## config.mk

```make
export PLATFORM = sky130hd
export DESIGN_NAME = i2s_tx_flat
export DESIGN_NICKNAME = d
export VERILOG_FILES = /design/src/rtl/ks_audio_pkg.sv /design/src/rtl/i2s_tx_if.sv /design/src/rtl/i2s_sck_gen.sv /design/src/rtl/i2s_tx.sv /design/src/flat_wrapper.sv
export SDC_FILE = /design/constraint.sdc
export NUM_CORES = 1
export LEC_CHECK = 0
export BUFFER_PORTS_ARGS = -buffer_cell sky130_fd_sc_hd__buf_4
export CORE_MARGIN = 4
export CORE_UTILIZATION = 50
export CTS_BUF_LIST = sky130_fd_sc_hd__clkbuf_4
export CTS_CLUSTER_DIAMETER = 120
export DETAILED_ROUTE_END_ITERATION = 8
export HOLD_SLACK_MARGIN = 0.02
export PLACE_DENSITY = 0.72
export SYNTH_ARGS = -nofsm -noshare
export SYNTH_HDL_FRONTEND = slang
export SYNTH_SLANG_ARGS = --single-unit
```

## constraint.sdc

```tcl
create_clock -name clk -period 1.54 [get_ports clk]
set_input_delay 0.231 -clock clk [delete_from_list [all_inputs] [get_ports clk]]
set_output_delay 0.231 -clock clk [all_outputs]
set_load 0.02 [all_outputs]
```

## src/rtl/ks_audio_pkg.sv

```systemverilog
// Shared audio definitions for the Karplus-Strong voice and its I2S output stage.
//   AUDIO_DW   : per-channel sample width produced by the string engine
//   FRAME_BITS : bits per stereo I2S frame (left word followed by right word)
//   stereo_t   : one left/right sample pair as carried between blocks
package ks_audio_pkg;

    localparam int AUDIO_DW   = 8;
    localparam int FRAME_BITS = 2 * AUDIO_DW;

    typedef struct packed {
        logic [AUDIO_DW-1:0] l;
        logic [AUDIO_DW-1:0] r;
    } stereo_t;

endpackage

```

## src/rtl/i2s_tx_if.sv

```systemverilog
// Sample-pair stream from the KS string engine into the I2S transmitter.
//   l_data / r_data : left / right two's-complement samples
//   s_valid         : pair is valid (driven by the source)
//   s_ready         : transmitter staging buffer is empty (driven by the sink)
// Modports: master = sample source, slave = transmitter.
interface i2s_tx_if
    import ks_audio_pkg::*;
#(
    parameter int DW = AUDIO_DW
);
    logic [DW-1:0] l_data;
    logic [DW-1:0] r_data;
    logic          s_valid;
    logic          s_ready;

    modport master (output l_data, output r_data, output s_valid, input s_ready);
    modport slave  (input l_data, input r_data, input s_valid, output s_ready);
endinterface

```

## src/rtl/i2s_sck_gen.sv

```systemverilog
// I2S bit-clock generator: divides clk by 2*SCK_DIV.
//   clk, rst : system clock, synchronous active-high reset
//   en       : run enable; while low the divider and sck sit at 0
//   sck      : registered bit clock
//   sck_fall : one-clk strobe on the clk edge where sck goes 1->0
//   sck_rise : one-clk strobe on the clk edge where sck goes 0->1
// The strobes are combinational so the consumer acts on the same clk edge
// that moves sck.
module i2s_sck_gen
    import ks_audio_pkg::*;
#(
    parameter int SCK_DIV = 2
) (
    input  logic clk,
    input  logic rst,
    input  logic en,
    output logic sck,
    output logic sck_fall,
    output logic sck_rise
);
    localparam int CW = (SCK_DIV > 1) ? $clog2(SCK_DIV) : 1;

    logic [CW-1:0] div_cnt_r;
    logic          sck_r;
    logic          tc_s;

    // Terminal count of the half-period divider.
    always_comb begin
        tc_s = en && (div_cnt_r == CW'(SCK_DIV - 1));
    end

    // Half-period counter and bit-clock toggle.
    always_ff @(posedge clk) begin
        if (rst) begin
            div_cnt_r <= {CW{1'b0}};
            sck_r     <= 1'b0;
        end else if (!en) begin
            div_cnt_r <= {CW{1'b0}};
            sck_r     <= 1'b0;
        end else if (tc_s) begin
            div_cnt_r <= {CW{1'b0}};
            sck_r     <= ~sck_r;
        end else begin
            div_cnt_r <= div_cnt_r + 1'b1;
        end
    end

    assign sck      = sck_r;
    assign sck_fall = tc_s && sck_r;
    assign sck_rise = tc_s && !sck_r;
endmodule

```

## src/rtl/i2s_tx.sv

```systemverilog
// I2S transmitter for the KS voice.
//   clk, rst     : system clock, synchronous active-high reset
//   en           : transmitter enable; low holds the serialiser in reset,
//                  the staging buffer and last-sample copy are kept
//   s_if         : sample-pair stream (slave side), one-entry staging buffer
//   i2s_sck      : bit clock, clk / (2*SCK_DIV)
//   i2s_ws       : word select, 0 = left, 1 = right, leads the MSB by one sck
//   i2s_sd       : serial data, MSB first, changes on sck falling edges
//   frame_start  : one-clk pulse after the edge that enters slot 0
//   underrun     : sticky, set when a frame starts with staging empty
//   underrun_clr : clears underrun (a simultaneous new underrun wins)
module i2s_tx
    import ks_audio_pkg::*;
#(
    parameter int DW      = AUDIO_DW,
    parameter int SCK_DIV = 2
) (
    input  logic     clk,
    input  logic     rst,
    input  logic     en,
    i2s_tx_if.slave  s_if,
    output logic     i2s_sck,
    output logic     i2s_ws,
    output logic     i2s_sd,
    output logic     frame_start,
    output logic     underrun,
    input  logic     underrun_clr
);
    localparam int FB = 2 * DW;
    localparam int BW = $clog2(FB);

    logic [DW-1:0] stage_l_r;
    logic [DW-1:0] stage_r_r;
    logic          full_r;
    logic [FB-1:0] shift_r;
    logic [FB-1:0] last_r;
    logic [BW-1:0] bit_cnt_r;
    logic          ws_r;
    logic          frame_start_r;
    logic          underrun_r;

    logic          sck_s;
    logic          sck_fall_s;
    logic          sck_rise_unused_s;
    logic [BW-1:0] bit_nxt_s;
    logic          slot0_s;
    logic          take_s;
    logic          ws_nxt_s;

    i2s_sck_gen #(.SCK_DIV(SCK_DIV)) u_sck_gen (
        .clk      (clk),
        .rst      (rst),
        .en       (en),
        .sck      (sck_s),
        .sck_fall (sck_fall_s),
        .sck_rise (sck_rise_unused_s)
    );

    // Next slot number, slot-0 entry, handshake transfer and WS decode.
    // WS is decoded from the slot being entered so it is high for slots
    // DW-1..2DW-2, one sck ahead of the right word.
    always_comb begin
        if (bit_cnt_r == BW'(FB - 1)) begin
            bit_nxt_s = {BW{1'b0}};
        end else begin
            bit_nxt_s = bit_cnt_r + 1'b1;
        end
        slot0_s  = sck_fall_s && (bit_cnt_r == BW'(FB - 1));
        take_s   = s_if.s_valid && !full_r;
        ws_nxt_s = (bit_nxt_s >= BW'(DW - 1)) && (bit_nxt_s <= BW'(FB - 2));
    end

    // One-entry staging buffer. A drain at slot 0 only happens while full,
    // and a transfer only while empty, so the two never collide.
    always_ff @(posedge clk) begin
        if (rst) begin
            full_r    <= 1'b0;
            stage_l_r <= {DW{1'b0}};
            stage_r_r <= {DW{1'b0}};
        end else if (slot0_s && full_r) begin
            full_r    <= 1'b0;
        end else if (take_s) begin
            full_r    <= 1'b1;
            stage_l_r <= s_if.l_data;
            stage_r_r <= s_if.r_data;
        end else begin
            full_r    <= full_r;
        end
    end

    // Serialiser: slot counter, shift register, last-sample copy, WS, frame pulse.
    always_ff @(posedge clk) begin
        if (rst) begin
            bit_cnt_r     <= BW'(FB - 1);
            shift_r       <= {FB{1'b0}};
            last_r        <= {FB{1'b0}};
            ws_r          <= 1'b0;
            frame_start_r <= 1'b0;
        end else if (!en) begin
            bit_cnt_r     <= BW'(FB - 1);
            shift_r       <= {FB{1'b0}};
            ws_r          <= 1'b0;
            frame_start_r <= 1'b0;
        end else begin
            frame_start_r <= slot0_s;
            if (sck_fall_s) begin
                bit_cnt_r <= bit_nxt_s;
                ws_r      <= ws_nxt_s;
                if (slot0_s) begin
                    if (full_r) begin
                        shift_r <= {stage_l_r, stage_r_r};
                        last_r  <= {stage_l_r, stage_r_r};
                    end else begin
                        // Starved: repeat the previous pair.
                        shift_r <= last_r;
                    end
                end else begin
                    shift_r <= {shift_r[FB-2:0], 1'b0};
                end
            end else begin
                bit_cnt_r <= bit_cnt_r;
            end
        end
    end

    // Sticky underrun flag; setting takes priority over clearing.
    always_ff @(posedge clk) begin
        if (rst) begin
            underrun_r <= 1'b0;
        end else if (slot0_s && !full_r) begin
            underrun_r <= 1'b1;
        end else if (underrun_clr) begin
            underrun_r <= 1'b0;
        end else begin
            underrun_r <= underrun_r;
        end
    end

    assign s_if.s_ready = !full_r;
    assign i2s_sck      = sck_s;
    assign i2s_ws       = ws_r;
    assign i2s_sd       = shift_r[FB-1];
    assign frame_start  = frame_start_r;
    assign underrun     = underrun_r;
endmodule

```

## src/flat_wrapper.sv

```systemverilog
// flat-port wrapper written by rule: the top's interface ports become plain ports
module i2s_tx_flat import ks_audio_pkg::*;
#(
    parameter int DW      = AUDIO_DW,
    parameter int SCK_DIV = 2
)
  (clk, rst, en, i2s_sck, i2s_ws, i2s_sd, frame_start, underrun, underrun_clr, s_if_l_data, s_if_r_data, s_if_s_valid, s_if_s_ready);
  i2s_tx_if #(.DW(DW)) s_if_i ();
  input  logic clk;
  input  logic rst;
  input  logic en;
  output logic i2s_sck;
  output logic i2s_ws;
  output logic i2s_sd;
  output logic frame_start;
  output logic underrun;
  input  logic underrun_clr;
  input wire logic [$bits(s_if_i.l_data)-1:0] s_if_l_data;
  input wire logic [$bits(s_if_i.r_data)-1:0] s_if_r_data;
  input wire logic [$bits(s_if_i.s_valid)-1:0] s_if_s_valid;
  output wire logic [$bits(s_if_i.s_ready)-1:0] s_if_s_ready;
  assign s_if_i.l_data = s_if_l_data;
  assign s_if_i.r_data = s_if_r_data;
  assign s_if_i.s_valid = s_if_s_valid;
  assign s_if_s_ready = s_if_i.s_ready;
  i2s_tx #(.DW(DW), .SCK_DIV(SCK_DIV)) u_core (.clk(clk), .rst(rst), .en(en), .s_if(s_if_i), .i2s_sck(i2s_sck), .i2s_ws(i2s_ws), .i2s_sd(i2s_sd), .frame_start(frame_start), .underrun(underrun), .underrun_clr(underrun_clr));
endmodule
```

==> impl_metrics.tcl, run 1 <==
set metrics [dict create \
    status "finished, final reports clean" \
    numCtsBuffers 9 \
    arrival_ns 1.21 \
    worstHoldPathType "input port to flip-flop" \
    fin_skew_ns 0.01259 \
    min_delay_worst_endpoint "u_core.stage_l_r[2]$_SDFFE_PP0P_" \
    rsz0062_at_grt "false" \
    drt_first_pass_iters 4 \
    dp.final_hpwl_microns 3267 \
    antenna_found_initial 0 \
    avgSynthCellArea_sq_um 8.240 \
    leakagePower_nw 1.149 \
    holdPathStages 3 \
    fmax_mhz 693.9 \
    numPortBuffers 26 \
    layout.nets 350 \
    synth_edf_count 0 \
    worstPathCellList "buf_12, inv_1, buf_4" \
    cp-start-kind "flip-flop" \
    pin_count 27 \
    cts.path.max_buffers 2 \
    met3_usage_pct 3.555 \
    finalCriticalPeriod_ns 1.441 \
    vias 1999 \
    grtUsageTotal_pct 17.76 \
    postCtsSetupBuffers 0 \
    synth_nets 323 \
    yosysWarnings 0 \
    antenna_left 0 \
    hold_viol 0 \
    synth_seq_area_share_pct 47.13 \
    relSlewSlack_pct 60.55 \
    async_flop_share_pct 0 \
    die-area_sq_mm 0.006114 \
    synth_top_area_share_pct 47.13 \
    r2r_slack_ns 0.11 \
    overflow 0 \
    required_ns 1.31 \
    rr_worst_depth 6 \
    fin_area_sq_mm 0.002858 \
    h-tree-depth 3 \
    rows 25 \
    min_period_over_period_pct 93.58 \
    maxCapViolations 0 \
    place.gp.congestion 0.7688 \
    core_area_sq_mm 0.004755 \
    cts.sinks 58 \
    setup_violations 0 \
    initial_core_util_pct 51.82 \
    yosys-top-cells-area "dfxtp_1 (47%), nand2_1 (15%), a21oi_1 (8.1%)" \
    cpLargestDelayFamily "buffers and inverters" \
    slew_viol_final 0 \
    min-delay-start "s_if_l_data[2]" \
    fin_ws_ns 0.09892 \
    met2_usage_pct 27.40 \
    vias_per_cell 5.048 \
    setup_tns_ns 0 \
    crit_fanout 20 \
    grt_max_degree 35 \
    worstMarginPinSlew_ns 0.5890 \
    cpMaxStageDelayCell "dfxtp_2" \
    peakVddDrop_uv 632.5 \
    die_y_microns 78.20 \
    syn_to_final_growth_pct 16.00 \
    synth_cell_types 27 \
    post-place-ws_ns 0.04808 \
    clock_latency_ns 0.39 \
    grt_pass1_wl_microns 8514 \
    dp.cells 382 \
    finalWirelength_microns 4898 \
    critPathMaxStageDelay_ns 0.37 \
    r2r-end "u_core.last_r[9]$_SDFFE_PP0P_" \
    top_usage_layer "met2" \
    critPathKind "flip-flop to output pin" \
    synth_largest_area_cell "dfxtp_1" \
    end_kind "output pin" \
    netlist_instances 299 \
    regToRegStartpoint "u_core.bit_cnt_r[0]$_SDFFE_PP1P_" \
    synth-main-ff-cell "dfxtp_1" \
    n_antenna_cell 0 \
    cts_tree "yes" \
    use_met1_pct 22.68 \
    path_clk_slew_ns 0.09 \
    drive_above_1_share_pct 19.76 \
    stdcell_count 396 \
    grt_pass1_vias 1875 \
    drt-initial-drc-count 123 \
    route.detailed.drc 0 \
    cts-root-buf "clkbuf_4" \
    syn-cell-area_sq_mm 0.002464 \
    avgRoutedWirePerCell_microns 12.37 \
    die_x_microns 78.20 \
    synth-seq-cells 58 \
    critPathBufInv 3 \
    p_per_area_mw_per_mm2 953.6 \
    postPlaceCellArea_sq_mm 0.002736 \
    finish.utilization_pct 60.11 \
]
## layer usage
| metal | share of wire [%] | wire length (microns) |
|---|---|---|
| met1 | 49 | 2402 |
| met2 | 45 | 2206 |
| met3 | 4.1 | 201 |
| met4 | 1.8 | 88 |
| met5 | 0 | 0 |
## cells in the mapped netlist (2+ instances only)
| cell type | instances |
|---|---|
| a21oi_1 | 40 |
| a21oi_2 | 9 |
| and3_1 | 3 |
| buf_2 | 6 |
| buf_4 | 3 |
| buf_6 | 3 |
| clkbuf_1 | 10 |
| dfxtp_1 | 58 |
| ha_1 | 3 |
| inv_1 | 4 |
| mux2i_1 | 16 |
| nand2_1 | 100 |
| nand2b_1 | 2 |
| nand3_1 | 3 |
| nor2_1 | 6 |
| nor2b_1 | 3 |
| nor3_1 | 2 |
| o211ai_1 | 17 |
| xnor2_1 | 3 |
## logic make-up (layout without fill, tap and decap cells)
logic type               Yosys count  after routing  synth area share [%]
buffers and inverters             26             56                 5.637
adder cells (fa/ha/maj)            3              3                 1.524
multiplexers                      16             16                 6.501
XOR/XNOR                           3              3                 1.067
flip-flops                        58             58                 47.13
AND/OR/NAND/NOR                  122            122                 20.16
AO/OA/AOI/OAI                     71             71                 17.98
## flip-flops by register name, summed over array words and instances, names as in the netlist
register and cells:
u_core.frame_start 1, u_core.bit_cnt_r 4, u_core.last_r 16, u_core.u_sck_gen.sck 1, u_core.shift_r 16, u_core.u_sck_gen.div_cnt_r 1
u_core.underrun 1, u_core.stage_r_r 8, u_core.full_r 1, u_core.stage_l_r 8, u_core.i2s_ws 1
## per-stage QoR
stage,hold slack [ns],total power [mW]
finish,0.07689,2.725
floorplan,0.3670,1.700
CTS,0.05543,2.756
global placement,0.4409,1.778
global route,0.05594,2.844
detailed placement,0.4458,1.780
## final cells by class
| cell class | instances | area [sq um] |
|---|---|---|
| sequential | 58 | 1164 |
| timing repair buffer | 38 | 310.3 |
| multi-input combinational | 215 | 1170 |
| inverter | 4 | 15.01 |
| tap | 67 | 83.83 |
| clock inverter | 5 | 47.55 |
| fill | 457 | 1897 |
| clock buffer | 9 | 67.56 |
## placed cells by master (no fill, tap or decap), types with 3 or more instances in the layout
master    synthesis  layout
xnor2_1           3       3
nand3_1           3       3
mux2i_1          16      16
a21oi_2           9       9
dfxtp_1          58      56
nand2_1         100     100
inv_1             4       4
o211ai_1         17      17
nor2_1            6       6
clkbuf_4          0       9
buf_4             3      36
a21oi_1          40      40
## worst reg2reg max path, cell delays in order (launching register included)
cell and delay (ns):
dfxtp_2 0.36, ha_2 0.20, and3_2 0.23, and3_1 0.22, buf_12 0.16, nand2_1 0.08
a21oi_2 0.11
## power by group
part           switching [mW]  internal, mW  total [mW]
registers              0.0231          1.53        1.55
clock network           0.518         0.462       0.980
logic                   0.104        0.0906       0.194
total                   0.645          2.08        2.73
## how the worst max path moves through the flow
stage / from / end / slack, ns / cells after the start
global route: u_core.bit_cnt_r[0]$_SDFFE_PP1P_ / u_core.last_r[7]$_SDFFE_PP0P_ / 0.008 / 6
detailed placement: u_core.bit_cnt_r[0]$_SDFFE_PP1P_ / u_core.last_r[15]$_SDFFE_PP0P_ / 0.05 / 6
global placement: s_if_s_valid / u_core.stage_l_r[7]$_SDFFE_PP0P_ / 0.07 / 4
CTS: u_core.bit_cnt_r[0]$_SDFFE_PP1P_ / u_core.last_r[9]$_SDFFE_PP0P_ / 0.02 / 6
floorplan: u_core.bit_cnt_r[0]$_SDFFE_PP1P_ / u_core.last_r[10]$_SDFFE_PP0P_ / 0.03 / 8
finish: u_core.full_r$_SDFFE_PP0P_ / s_if_s_ready / 0.1 / 3
## timing repair
| item | CTS | global route |
|---|---|---|
| hold buffers | 0 | 0 |
| resized for setup | 0 | 4 |
| setup endpoints to repair | 0 | 49 |
Power figures use the tool's default switching activity.
==> run 2, diff against run 1 <==
--- a/config.mk
+++ b/config.mk
@@ -10,6 +10,7 @@
 export CORE_UTILIZATION = 50
 export CTS_BUF_LIST = sky130_fd_sc_hd__clkbuf_4
 export CTS_CLUSTER_DIAMETER = 120
+export CTS_CLUSTER_SIZE = 40
 export DETAILED_ROUTE_END_ITERATION = 8
 export HOLD_SLACK_MARGIN = 0.02
 export PLACE_DENSITY = 0.72
==> constraint.sdc (replaced) <==
create_clock -name clk -period 1.17 [get_ports clk]
set_input_delay 0.1755 -clock clk [delete_from_list [all_inputs] [get_ports clk]]
set_output_delay 0.1755 -clock clk [all_outputs]
set_load 0.02 [all_outputs]
==> impl_metrics.tcl, run 2 (synthesized netlist as in run 1, its figures left out) <==
set metrics [dict create \
    status "finished with violations" \
    failed_checks "negative setup slack" \
    die_x_microns 78.20 \
    finish.utilization_pct 71.87 \
    crit_end "u_core.i2s_ws$_SDFFE_PP0P_" \
    route.detailed.drc 0 \
    cpLargestDelayFamily "flip-flops" \
    n_antenna_cell 0 \
    die_y_microns 78.20 \
    p_int_mw 3.300 \
    layout_common_cells "nand2_1 (88), dfxtp_1 (54), buf_4 (40)" \
    r2r_slack_ns -0.13 \
    rsz0062_at_grt "true" \
    fin_ws_ns -0.1336 \
    avgRoutedWirePerCell_microns 13.47 \
    rows 25 \
    place.gp.congestion 0.7315 \
    critPathKind "flip-flop to flip-flop" \
    p_per_area_mw_per_mm2 1249 \
    maxCapViolations 0 \
    stdcell_count 432 \
    cpMaxStageDelayCell "dfxtp_4" \
    layout.nets 384 \
    grt_pass1_vias 2087 \
    cts.path.max_buffers 2 \
    h-tree-depth 3 \
    grt_max_degree 35 \
    min_period_over_period_pct 111.4 \
    required_ns 1.51 \
    p_clk_share_pct 43.3 \
    p_switching_uw 966.3 \
    vias 2185 \
    syn_to_final_growth_pct 38.70 \
    regToRegStartpoint "u_core.bit_cnt_r[0]$_SDFFE_PP1P_" \
    r2r-end "u_core.i2s_ws$_SDFFE_PP0P_" \
    end_kind "flip-flop" \
    dp.final_hpwl_microns 3467 \
    drt_first_pass_iters 4 \
    drive_above_1_share_pct 29.59 \
    cts.sinks 58 \
    worstHoldPathType "input port to flip-flop" \
    grtUsageTotal_pct 20.36 \
    num-fill-cells 374 \
    hold_viol 0 \
    power_frac_comb_pct 8.9 \
    post-place-ws_ns -0.1816 \
    arrival_ns 1.64 \
    grt_pass1_wl_microns 9777 \
    overflow 0 \
    rr_worst_depth 6 \
    critPathBufInv 2 \
    worstMarginPinSlew_ns 0.4179 \
    leakagePower_nw 1.374 \
    numPortBuffers 26 \
    die-area_sq_mm 0.006114 \
    crit_fanout 6 \
    cts_tree "yes" \
    dp.cells 392 \
    critPathMaxStageDelay_ns 0.38 \
    slew_viol_final 0 \
    worstPathCellList "buf_12, inv_2, ha_4, nor3_1, or2_4, a31oi_1" \
    setup_violations 37 \
    pin_count 27 \
    finalCriticalPeriod_ns 1.304 \
    p_seq_share_pct 47.8 \
    fmax_mhz 767.1 \
    cp-start-kind "flip-flop" \
    switching_share_pct 22.65 \
    peakVddDrop_uv 806.7 \
    drt-initial-drc-count 120 \
    numCtsBuffers 9 \
    final_common_cell "nand2_1" \
    critical_path.startpoint "u_core.bit_cnt_r[0]$_SDFFE_PP1P_" \
    largestRegisters "u_core.last_r: 16 flops, u_core.shift_r: 16 flops" \
    antenna_found_initial 0 \
    initial_core_util_pct 51.82 \
    clock_latency_ns 0.41 \
    fin_skew_ns 0.008965 \
    cts-root-buf "clkbuf_4" \
    core_area_sq_mm 0.004755 \
    antenna_left 0 \
    path_clk_slew_ns 0.10 \
    critical_path_cell_count 6 \
    vias_per_cell 5.058 \
    relSlewSlack_pct 72.14 \
    finalWirelength_microns 5819 \
]
[run 2: layout make-up]
class	count	area, sq um	area share [%]
Timing Repair Buffer	69	648.1	18.97
Tap cell	67	83.83	2.453
Multi-Input combinational cell	218	1313	38.41
Inverter	4	18.77	0.5492
Clock buffer	10	75.07	2.197
Sequential cell	58	1174	34.35
Clock inverter	6	105.1	3.076
[run 2: layer usage]
| layer | share of wire (%) | vias up | wire length [microns] | global-route usage, % |
|---|---|---|---|---|
| met1 | 45 | 1000 | 2619 | 25.72 |
| met4 | 1.1 | 0 | 66 | 9.965 |
| li1 | - | 1135 | - | - |
| met3 | 4.5 | 7 | 264 | 3.899 |
| met5 | 0 | - | 0 | 0 |
| met2 | 49 | 43 | 2869 | 33.30 |
[run 2: repair_timing]
| item | CTS | global route |
|---|---|---|
| cloned | 1 | 2 |
| gates resized for setup | 13 | 11 |
| hold buffers | 17 | 0 |
| setup endpoints to repair | 40 | 57 |
| endpoints found under the hold margin | 17 | 0 |
| buffers inserted | 3 | 1 |
| pin swaps | 5 | 3 |
[run 2: through the flow]
| step | cell area (sq um) | hold slack [ns] | TNS [ns] | total power, mW |
|---|---|---|---|---|
| 2_1_floorplan | 2562 | 0.3115 | -5.334 | 2.251 |
| 3_3_place_gp | 2912 | 0.4214 | -4.098 | 2.373 |
| 3_5_place_dp | 2912 | 0.4310 | -5.038 | 2.379 |
| 4_1_cts | 3344 | 0.02284 | -3.828 | 4.262 |
| 5_1_grt | 3417 | 0.06313 | -6.365 | 4.417 |
| 6_report | 3417 | 0.03074 | -3.929 | 4.267 |
[run 2: power by group through the flow]
stage	sequential [mW]	clock, mW	combinational, mW
2_1_floorplan	2.08	0	0.171
3_3_place_gp	2.09	0	0.286
3_5_place_dp	2.09	0	0.290
4_1_cts	2.04	1.87	0.355
5_1_grt	2.05	1.96	0.413
6_report	2.04	1.85	0.381
[run 2: worst reg2reg max path: stages, from the launching register on]
cell,delay (ns)
dfxtp_4,0.38
buf_12,0.12
inv_2,0.04
ha_4,0.26
nor3_1,0.05
or2_4,0.24
a31oi_1,0.15
[run 2: worst min-delay path by stage]
stage	to	cells after the start	slack, ns	start
2_1_floorplan	u_core.stage_l_r[0]$_SDFFE_PP0P_	2	0.31	s_if_l_data[0]
3_3_place_gp	u_core.stage_l_r[1]$_SDFFE_PP0P_	3	0.42	s_if_l_data[1]
3_5_place_dp	u_core.stage_r_r[4]$_SDFFE_PP0P_	3	0.43	s_if_r_data[4]
4_1_cts	u_core.bit_cnt_r[2]$_SDFFE_PP1P_	3	0.02	rst
5_1_grt	u_core.bit_cnt_r[2]$_SDFFE_PP1P_	3	0.06	rst
6_report	u_core.bit_cnt_r[2]$_SDFFE_PP1P_	3	0.03	rst
==> run 3, diff against run 2 <==
--- a/config.mk
+++ b/config.mk
@@ -6,14 +6,16 @@
 export NUM_CORES = 1
 export LEC_CHECK = 0
 export BUFFER_PORTS_ARGS = -buffer_cell sky130_fd_sc_hd__buf_4
+export CELL_PAD_IN_SITES_DETAIL_PLACEMENT = 1
+export CELL_PAD_IN_SITES_GLOBAL_PLACEMENT = 2
 export CORE_MARGIN = 4
-export CORE_UTILIZATION = 50
+export CORE_UTILIZATION = 32
 export CTS_BUF_LIST = sky130_fd_sc_hd__clkbuf_4
 export CTS_CLUSTER_DIAMETER = 120
 export CTS_CLUSTER_SIZE = 40
 export DETAILED_ROUTE_END_ITERATION = 8
 export HOLD_SLACK_MARGIN = 0.02
-export PLACE_DENSITY = 0.72
+export PLACE_DENSITY_LB_ADDON = 0.1
 export SYNTH_ARGS = -nofsm -noshare
 export SYNTH_HDL_FRONTEND = slang
 export SYNTH_SLANG_ARGS = --single-unit
==> impl_metrics.tcl, run 3 (synthesized netlist as in run 1, its figures left out) <==
set metrics [dict create \
    grt_pass1_wl_microns 10950 \
    cts.sinks 58 \
    layout_common_cells "nand2_1 (72), dfxtp_1 (54), buf_4 (44)" \
    overflow 0 \
    critical_path_cell_count 5 \
    worstPathCellList "ha_4, and3_4, and3_4, nand2_2, a21oi_2" \
    h-tree-depth 3 \
    relSlewSlack_pct 67.69 \
    required_ns 1.49 \
    layout.nets 389 \
    rr_worst_depth 5 \
    initial_core_util_pct 33.43 \
    rows 31 \
    num-fill-cells 869 \
    antenna_left 0 \
    fin_ws_ns -0.1761 \
    setup_violations 38 \
    peakVddDrop_uv 571.9 \
    min_period_over_period_pct 115.0 \
    die-area_sq_mm 0.009166 \
    critPathBufInv 0 \
    leakagePower_nw 1.422 \
    postPlaceCellArea_sq_mm 0.002962 \
    critPathKind "flip-flop to flip-flop" \
    route.detailed.drc 0 \
    rsz0062_at_grt "true" \
    numCtsBuffers 9 \
    vias 2246 \
    die_y_microns 95.74 \
    drt_first_pass_iters 4 \
    cpMaxStageDelayCell "dfxtp_4" \
    cpMostUsedCell "and3_4" \
    stdcell_count 469 \
    setup_tns_ns -4.835 \
    vias_per_cell 4.789 \
    syn_to_final_growth_pct 47.44 \
    fmax_mhz 742.9 \
    failed_checks "negative setup slack" \
    clock_latency_ns 0.40 \
    pin_count 27 \
    p_per_area_mw_per_mm2 1122 \
    arrival_ns 1.67 \
    final_common_cell "nand2_1" \
    status "finished with violations" \
    cp-start-kind "flip-flop" \
    cts_tree "yes" \
    worstHoldPathType "input port to flip-flop" \
    dp.final_hpwl_microns 4239 \
    dp.cells 427 \
    cts-root-buf "clkbuf_4" \
    end_kind "flip-flop" \
    critical_path.startpoint "u_core.bit_cnt_r[0]$_SDFFE_PP1P_" \
    finalWirelength_microns 6587 \
    fin_skew_ns 0.01628 \
    path_clk_slew_ns 0.10 \
    cpLargestDelayFamily "simple AND/OR/NAND/NOR gates" \
    core_area_sq_mm 0.007370 \
    post-place-ws_ns -0.2156 \
    slew_viol_final 0 \
    largestRegisters "u_core.last_r: 16 flops, u_core.shift_r: 16 flops" \
    avgRoutedWirePerCell_microns 14.04 \
    regToRegStartpoint "u_core.bit_cnt_r[0]$_SDFFE_PP1P_" \
    hold_viol 0 \
    grt_max_degree 35 \
    grtUsageTotal_pct 15.72 \
    numPortBuffers 26 \
    crit_fanout 8 \
    grt_pass1_vias 2246 \
    n_antenna_cell 0 \
    critPathMaxStageDelay_ns 0.39 \
    r2r-end "u_core.last_r[0]$_SDFFE_PP0P_" \
    fin_area_sq_mm 0.003632 \
    cts.path.max_buffers 2 \
    worstMarginPinSlew_ns 0.4847 \
    crit_end "u_core.last_r[0]$_SDFFE_PP0P_" \
    drive_above_1_share_pct 37.84 \
    die_x_microns 95.74 \
    drt-initial-drc-count 48 \
    maxCapViolations 0 \
    antenna_found_initial 0 \
    finalCriticalPeriod_ns 1.346 \
    place.gp.congestion 0.6891 \
    r2r_slack_ns -0.18 \
    total_power_mw 4.075 \
]
==> run 3: cell types whose count changed in the layout (fill, tap and decap cells not counted), sizes merged <==
| cell | previous run | this run |
|---|---|---|
| buf | 52 | 57 |
| clkinv | 2 | 4 |
| bufinv | 3 | 2 |
| clkbuf | 10 | 11 |
| clkinvlp | 2 | 1 |
| dlygate4sd3 | 17 | 16 |
==> run 3: cell type report <==
cell class / count / area, sq um / share of cell area, %
Clock inverter: 6 / 81.33 / 2.239
Clock buffer: 10 / 75.07 / 2.067
Tap cell: 99 / 123.9 / 3.410
Inverter: 4 / 18.77 / 0.5167
Timing Repair Buffer: 74 / 705.7 / 19.43
Sequential cell: 58 / 1174 / 32.31
Multi-Input combinational cell: 218 / 1454 / 40.03
==> run 3: power breakdown <==
| group | switching [mW] | internal [mW] |
|---|---|---|
| logic | 0.187 | 0.209 |
| clock network | 0.759 | 0.878 |
| registers | 0.0358 | 2.01 |
| total | 0.982 | 3.09 |
==> run 3: worst reg2reg max path: cells and delay by family (launching register included) <==
kind / cells / cell delay [ns]
simple gates: 3 / 0.65
flops: 1 / 0.39
fa+ha+maj: 1 / 0.14
compound gates: 1 / 0.10
==> run 3: how the worst min path moves through the flow <==
stage,start,slack (ns),to,cells past startpoint
detailed placement,s_if_r_data[4],0.43,u_core.stage_r_r[4]$_SDFFE_PP0P_,3
global route,s_if_r_data[7],0.02,u_core.stage_r_r[7]$_SDFFE_PP0P_,3
CTS,s_if_r_data[7],0.03,u_core.stage_r_r[7]$_SDFFE_PP0P_,3
floorplan,s_if_l_data[0],0.31,u_core.stage_l_r[0]$_SDFFE_PP0P_,2
global placement,s_if_r_data[2],0.42,u_core.stage_r_r[2]$_SDFFE_PP0P_,3
finish,s_if_r_data[7],0.05,u_core.stage_r_r[7]$_SDFFE_PP0P_,3
==> run 3: timing repair <==
item / CTS / global route
hold endpoints to repair: 15 / 1
setup buffers: 4 / 2
hold buffers: 15 / 1
resized for setup: 22 / 43
endpoints found under the setup margin: 53 / 57
pin swaps: 6 / 27
cloned: 1 / 3
==> run 3: metrics by stage <==
step | util [%] | hold slack (ns)
final | 49.29 | 0.05165
after CTS | 46.13 | 0.02672
after floorplan | - | 0.3115
after global routing | 49.29 | 0.01945
after global placement | 40.19 | 0.4235
after detailed placement | 40.19 | 0.4334
==> run 3: metal layers <==
metal | up-vias | share of wire, % | global-route usage, %
li1 | 1148 | - | -
met1 | 1064 | 49 | 21.35
met2 | 28 | 47 | 23.86
met3 | 6 | 2.9 | 3.831
met4 | 0 | 1.0 | 6.398
met5 | - | 0 | 0
